$ cat config.mk
export PLATFORM = sky130hd
export DESIGN_NAME = stream_arbiter_multiplexer
export DESIGN_NICKNAME = d
export VERILOG_FILES = /design/src/rtl/stream_arbiter_multiplexer.sv
export SDC_FILE = /design/constraint.sdc
export NUM_CORES = 1
export LEC_CHECK = 0
export ABC_AREA = 1
export CAP_MARGIN = 20
export CORE_UTILIZATION = 38
export CTS_BUF_LIST = sky130_fd_sc_hd__clkbuf_4 sky130_fd_sc_hd__clkbuf_8
export CTS_CLUSTER_SIZE = 24
export DETAILED_ROUTE_END_ITERATION = 8
export PLACE_DENSITY = 0.83
export SLEW_MARGIN = 20
export SYNTH_ARGS = -nofsm -noshare
export SYNTH_HDL_FRONTEND = slang
export SYNTH_SLANG_ARGS = --single-unit
export TNS_END_PERCENT = 5
$ cat constraint.sdc
create_clock -name clk -period 2.4 [get_ports clk]
set_input_delay 0.48 -clock clk [delete_from_list [all_inputs] [get_ports clk]]
set_output_delay 0.48 -clock clk [all_outputs]
set_load 0.03 [all_outputs]
$ cat src/rtl/stream_arbiter_multiplexer.sv
// Round-robin N:1 valid/ready stream merger with packet locking and a single
// registered output stage that tags every beat with its source stream index.
module stream_arbiter_multiplexer #(
    parameter int  N_STREAMS = 2,
    parameter type DATA_TYPE = logic [63:0],
    parameter int  N_BITS    = $clog2(N_STREAMS)
) (
    input  logic                 clk,
    input  logic                 rst_n,
    input  DATA_TYPE             i_data [N_STREAMS],
    input  logic [N_STREAMS-1:0] i_valid,
    input  logic [N_STREAMS-1:0] i_last,
    output logic [N_STREAMS-1:0] i_ready,
    output DATA_TYPE             o_data,
    output logic                 o_valid,
    output logic                 o_last,
    output logic [N_BITS-1:0]    o_stream_id,
    input  logic                 o_ready
);

    typedef enum logic [0:0] {
        ARB    = 1'b0,
        LOCKED = 1'b1
    } state_t;

    state_t              state_r;
    logic                rst_sync_r;
    logic [N_BITS-1:0]   last_id_r;
    logic [N_BITS-1:0]   lock_id_r;

    logic                load_s;
    logic [N_BITS-1:0]   grant_s;
    logic [N_BITS-1:0]   sel_s;
    logic [N_STREAMS-1:0] rdy_s;
    logic                xfer_s;
    logic                sel_last_s;

    // First valid index strictly after 'last', wrapping modulo N_STREAMS.
    function automatic logic [N_BITS-1:0] rr_pick(
        input logic [N_STREAMS-1:0] valid,
        input logic [N_BITS-1:0]    last
    );
        logic [N_BITS-1:0] pick;
        logic              found;
        int                idx;
        pick  = last;
        found = 1'b0;
        for (int off = 1; off <= N_STREAMS; off++) begin
            idx = (int'(last) + off) % N_STREAMS;
            if (!found && valid[idx]) begin
                pick  = N_BITS'(idx);
                found = 1'b1;
            end else begin
                found = found;
            end
        end
        return pick;
    endfunction

    // Arbitration, ready generation and transfer detection.
    always_comb begin
        load_s     = !o_valid || o_ready;
        grant_s    = rr_pick(i_valid, last_id_r);
        rdy_s      = '0;
        sel_s      = grant_s;
        case (state_r)
            ARB:     sel_s = grant_s;
            LOCKED:  sel_s = lock_id_r;
            default: sel_s = grant_s;
        endcase
        // Both the raw and the resynchronised reset block handshakes so no
        // beat can slip in while reset is propagating.
        if (!rst_n || !rst_sync_r) begin
            rdy_s = '0;
        end else if (state_r == LOCKED) begin
            rdy_s[lock_id_r] = load_s;
        end else if (|i_valid) begin
            rdy_s[grant_s] = load_s;
        end else begin
            rdy_s = '0;
        end
        i_ready    = rdy_s;
        xfer_s     = |(i_valid & rdy_s);
        sel_last_s = i_last[sel_s];
    end

    // Reset resynchroniser, arbitration state and output control registers.
    always_ff @(posedge clk) begin
        rst_sync_r <= rst_n;
        if (!rst_sync_r) begin
            state_r     <= ARB;
            last_id_r   <= N_BITS'(N_STREAMS - 1);
            lock_id_r   <= '0;
            o_valid     <= 1'b0;
            o_last      <= 1'b0;
            o_stream_id <= '0;
        end else if (load_s) begin
            if (xfer_s) begin
                o_valid     <= 1'b1;
                o_last      <= sel_last_s;
                o_stream_id <= sel_s;
                case (state_r)
                    ARB: begin
                        if (sel_last_s) begin
                            last_id_r <= sel_s;
                        end else begin
                            lock_id_r <= sel_s;
                            state_r   <= LOCKED;
                        end
                    end
                    LOCKED: begin
                        if (sel_last_s) begin
                            last_id_r <= lock_id_r;
                            state_r   <= ARB;
                        end else begin
                            state_r   <= LOCKED;
                        end
                    end
                    default: state_r <= ARB;
                endcase
            end else begin
                o_valid <= 1'b0;
            end
        end else begin
            o_valid <= o_valid;
        end
    end

    // Payload register; left unreset since o_valid qualifies it.
    always_ff @(posedge clk) begin
        if (load_s && xfer_s) begin
            o_data <= i_data[sel_s];
        end else begin
            o_data <= o_data;
        end
    end

endmodule

# After elaboration in Yosys (flattened, before gate mapping)
# Cells that the tools add are included.
# totals
ff_bits,71
out_inout_bits,69
elab_cells,70
# op_classes
addsub,2
magnitude_cmp,8
eq_ne,2
mux,27
n_bitwise,8
reduce_logical,15
# ops
cell,n
$mux W64,3
$mux W1,17
$reduce_and A4 Y1,2
$and A2 B2 Y2,3
$lt A1 B2 Y1 const B,3
$lt A2 B3 Y1 const B,2
$mux W2,3
$logic_and A1 B1 Y1,4
$logic_not A1 Y1,4
$pmux W1 S2,2
$reduce_or A2 Y1,2
$add A1 B1 Y1 const B,2
$and A1 B1 Y1 const A,2
$demux W1 S1,2
$ge A1 B1 Y1 const B,2
$ge A2 B2 Y1 const B,1
$logic_or A1 B1 Y1,2
$ne A2 B1 Y1 const B,1
$ne A2 B2 Y1 const B,1
$not A1 Y1,2
$not A1 Y2,1
$reduce_and A2 Y1,1

# Depth between registers and ports, before layout
# depth
depth_word,20
ltp_mapped,11

# Least setup slack after synthesis
# Ideal clock, no wire load.
# synth_path
path_type,input-to-output
from,in i_valid[0]
to,out i_ready[1]
t_arrival_ps,1689
t_required_ps,1920
slack_ps,231
path_stages,7
n_path_buf,2
path_cell_list,inv_2 -> nand2_1 -> nand3_2 -> nand2_4 -> buf_8 -> buf_6 -> nor3_1
# synth_via
elab_chain_len,15
word_cells_on_any_way,21
# synth_lines
element,line_no,text
start: declaration,11,"input logic [N_STREAMS-1:0] i_valid,"
$mux W1 (implied by the code) (3 in series),50,if (!found && valid[idx]) begin
$mux W1,50,
$logic_not A1 Y1,50,
$logic_and A1 B1 Y1,50,
$mux W1,50,
$lt A1 B2 Y1 (implied by the code) / $ge A1 B1 Y1 (equally long branches),78,rdy_s[grant_s] = load_s;
$logic_and A1 B1 Y1 (implied by the code),78,
$mux W1 (implied by the code),78,
$demux W1 S1,78,
$and A2 B2 Y2 (no line),n/a,
$mux W2 (*),77,end else if (|i_valid) begin
$mux W2 (*),75,end else if (state_r == LOCKED) begin
$mux W2 (*),73,if (!rst_n || !rst_sync_r) begin
end: declaration,13,"output logic [N_STREAMS-1:0] i_ready,"
# Every way passes the cells marked *; elsewhere a longest branch is shown, timed or not. The select of a mux whose other input is x is not followed.

# Worst setup path after layout
# layout_path
from,in i_valid[1]
to,out i_ready[1]
# Same word-level chain as after synthesis.

==> run metrics <==
CP Capture Type output port; Hold Fails Final Rpt 0; largest cells by area after synthesis edfxtp_1 (60%), mux2_4 (13%), mux2_2 (13%); Avg WL per Cell 16.33 um; min Tclk post-route 2.177 ns; vias in the first global route 2372; Max Slew Vio Count 0; reg2reg start rst_sync_r; Avg Inst Size Synth about 17 sq um; gr usage total 0.1881; diodes inserted 0; Starting Density 0.3927; Iter 0 DRT Violations 65; Die Y 93.92 um; total negative setup slack 0 ns; Post-Syn Area 0.003211 sq mm; Crit Path Category primary input to output port; pre-CTS setup slack 0.1422 ns; CTS H-tree depth 3; Critical-path top delay cell clkdlybuf4s50_1; WL final roughly 8400 um; RSZ-0062 raised after global routing no; gpl congestion 0.8552; Die Wd 93.92 um; CTS Buf Count 9; post-synthesis cell count 194; initial antenna violation count 0; Post-CTS Hold Fix Bufs 0; Register-to-Register Path Depth 7; Worst EP arrival 1.70 ns; vias per cell 4.592; total grt overflow 0; Final Cycle Share 0.9072; FF-to-FF End o_data[25]; pin count of the biggest net entering global routing 38; Via Count 2365; Clock Skews between 0.01 and 0.015 ns; fin nets 541; Final ANT Viol Nets 0; Post-CTS Setup Repair Bufs 0; Pre-Repair DR Iteration Count 4; R2R setup slack 0.73 ns; Die ar. ~0.0088 sq mm; worst-margin pin slew 0.3911 ns; CP required 1.92 ns; maxcap violations 0; share of cells above drive strength 1 0.2390; # clock sinks 71; CP max stage delay 0.51 ns; Clock Tree Buf Depth 2; outcome finished, final reports clean; Clock transition at path regs 0.07 ns; #FFs+latches synth 71; Final Worst Setup Slack 0.2228 ns; port bufs 203; DRC viols 0; Final Setup Violations 0; Power Dens Cells 574.0 mW/mm^2; Max Clk Rate approximately 0.46 GHz; startpoint types primary input; cts repair resizes 0; Post-Syn Nets between 300 and 400; maximum VDD drop ~0.32 mV; worst path cell trace clkdlybuf4s50_1 > nand2_1 > nand3_2 > nand2_4 > nor3_1 > buf_4; P_leak around 2.1 nW; normalized max-slew margin 0.7385; post-synth top area cell edfxtp_1; first-pass GRT wire length 12270 um; Clk Latency, worst-skew pair 0.34 ns; synth-to-layout area growth 72.91%; register area share after synthesis 0.6422; Netlist cell types 22; crit path launch i_valid[1]; HPWL after DPL 6587 um; CTS root buffer clkbuf_8; Power Total between 3 and 4 mW; Critical Path Sink i_ready[1]; Core Rows 33; TritonCTS clock tree yes; YS warnings 0; I/O Pins 204; core box area around 0.0082 sq mm; Synth top area share 0.5986; Crit Path Max Fanout 5; min-delay worst type flop to flop
## sequential cells by signal, summed over array words and instances (netlist names)
signal,cells
o_data,64
last_id_r,1
lock_id_r,1
o_last,1
o_stream_id,1
o_valid,1
rst_sync_r,1
state_r,1
## Yosys cell counts
master and instances:
nand2_4 1, nand3_1 3, nor3_1 1, mux2_2 36
buf_8 3, nor2_1 7, dfxtp_1 7, nand3_2 1
and2_1 1, a21oi_1 3, inv_1 7, buf_4 3
nand2_2 5, nand2_1 14, edfxtp_1 64, nand4_1 1
buf_6 1, nor2_2 2, clkinv_1 1, inv_2 4
mux2_4 28, o21bai_1 1
## area by class of cell
cell class / instances / area (sq um)
well taps: 105 / 131.4
inverters: 12 / 45.04
multi-input cells: 104 / 1025
repair buffers: 208 / 2102
fillers: 569 / 2624
flip-flops and latches: 71 / 2062
clock inverters: 4 / 47.55
clock buffers: 11 / 138.9
## where the power goes
part           leakage [nW]  switching, mW  internal (mW)  total [mW]
Sequential            0.642         0.0179           1.44        1.46
Clock                0.0976          0.432          0.495       0.928
Combinational          1.37          0.319          0.483       0.802
## cell families (layout without fill, tap and decap cells)
family                 after synthesis  after routing  synth area share
AO/OA/AOI/OAI                        4              4          0.007014
multiplexers                        64             64            0.2572
AND/OR/NAND/NOR                     36             36           0.05495
buffers and inverters               19            235           0.03858
flip-flops                          71             71            0.6422
## layer usage
metal	global-route usage	wire length, um
met4	0.06538	106
met3	0.06149	784
met1	0.2131	3165
met2	0.3303	4354
met5	0	0
## how the worst min path moves through the flow
stage          slack (ns)   startpoint          end  cells past startpoint
3_3_place_gp         0.45  o_stream_id  o_stream_id                      2
5_1_grt              0.50       o_last       o_last                      2
3_5_place_dp         0.46       o_last       o_last                      2
4_1_cts              0.47       o_last       o_last                      2
2_1_floorplan        0.44    last_id_r    last_id_r                      2
6_report             0.47       o_last       o_last                      2
## worst max-delay path: cells and delay by family
family | cells | cell delay [ns]
simple gates | 4 | 0.50
buf+inv | 2 | 0.72
## metrics by stage
| step | util | std cells | cell area, sq um | hold slack (ns) |
|---|---|---|---|---|
| 2_1_floorplan | - | 194 | 3211 | 0.4427 |
| 3_5_place_dp | 0.6563 | 500 | 5365 | 0.4584 |
| 4_1_cts | 0.6791 | 515 | 5552 | 0.4734 |
| 3_3_place_gp | 0.6563 | 500 | 5365 | 0.4458 |
| 5_1_grt | 0.6791 | 515 | 5552 | 0.4961 |
| 6_report | 0.6791 | 515 | 5552 | 0.4674 |
## cell usage in the layout (no fill, tap or decap), types with 2 or more instances in the layout
| cell | n |
|---|---|
| clkdlybuf4s50_1 | 201 |
| clkinv_1 | 2 |
| a21oi_1 | 3 |
| mux2_2 | 36 |
| nand2_2 | 5 |
| clkbuf_8 | 9 |
| dfxtp_1 | 7 |
| clkbuf_4 | 2 |
| buf_12 | 3 |
| edfxtp_1 | 64 |
| nor2_2 | 2 |
| buf_4 | 4 |
| nand2_1 | 14 |
| inv_2 | 4 |
| nand3_1 | 3 |
| nor2_1 | 7 |
| mux2_4 | 28 |
| inv_1 | 7 |
Power figures use the tool's default switching activity.
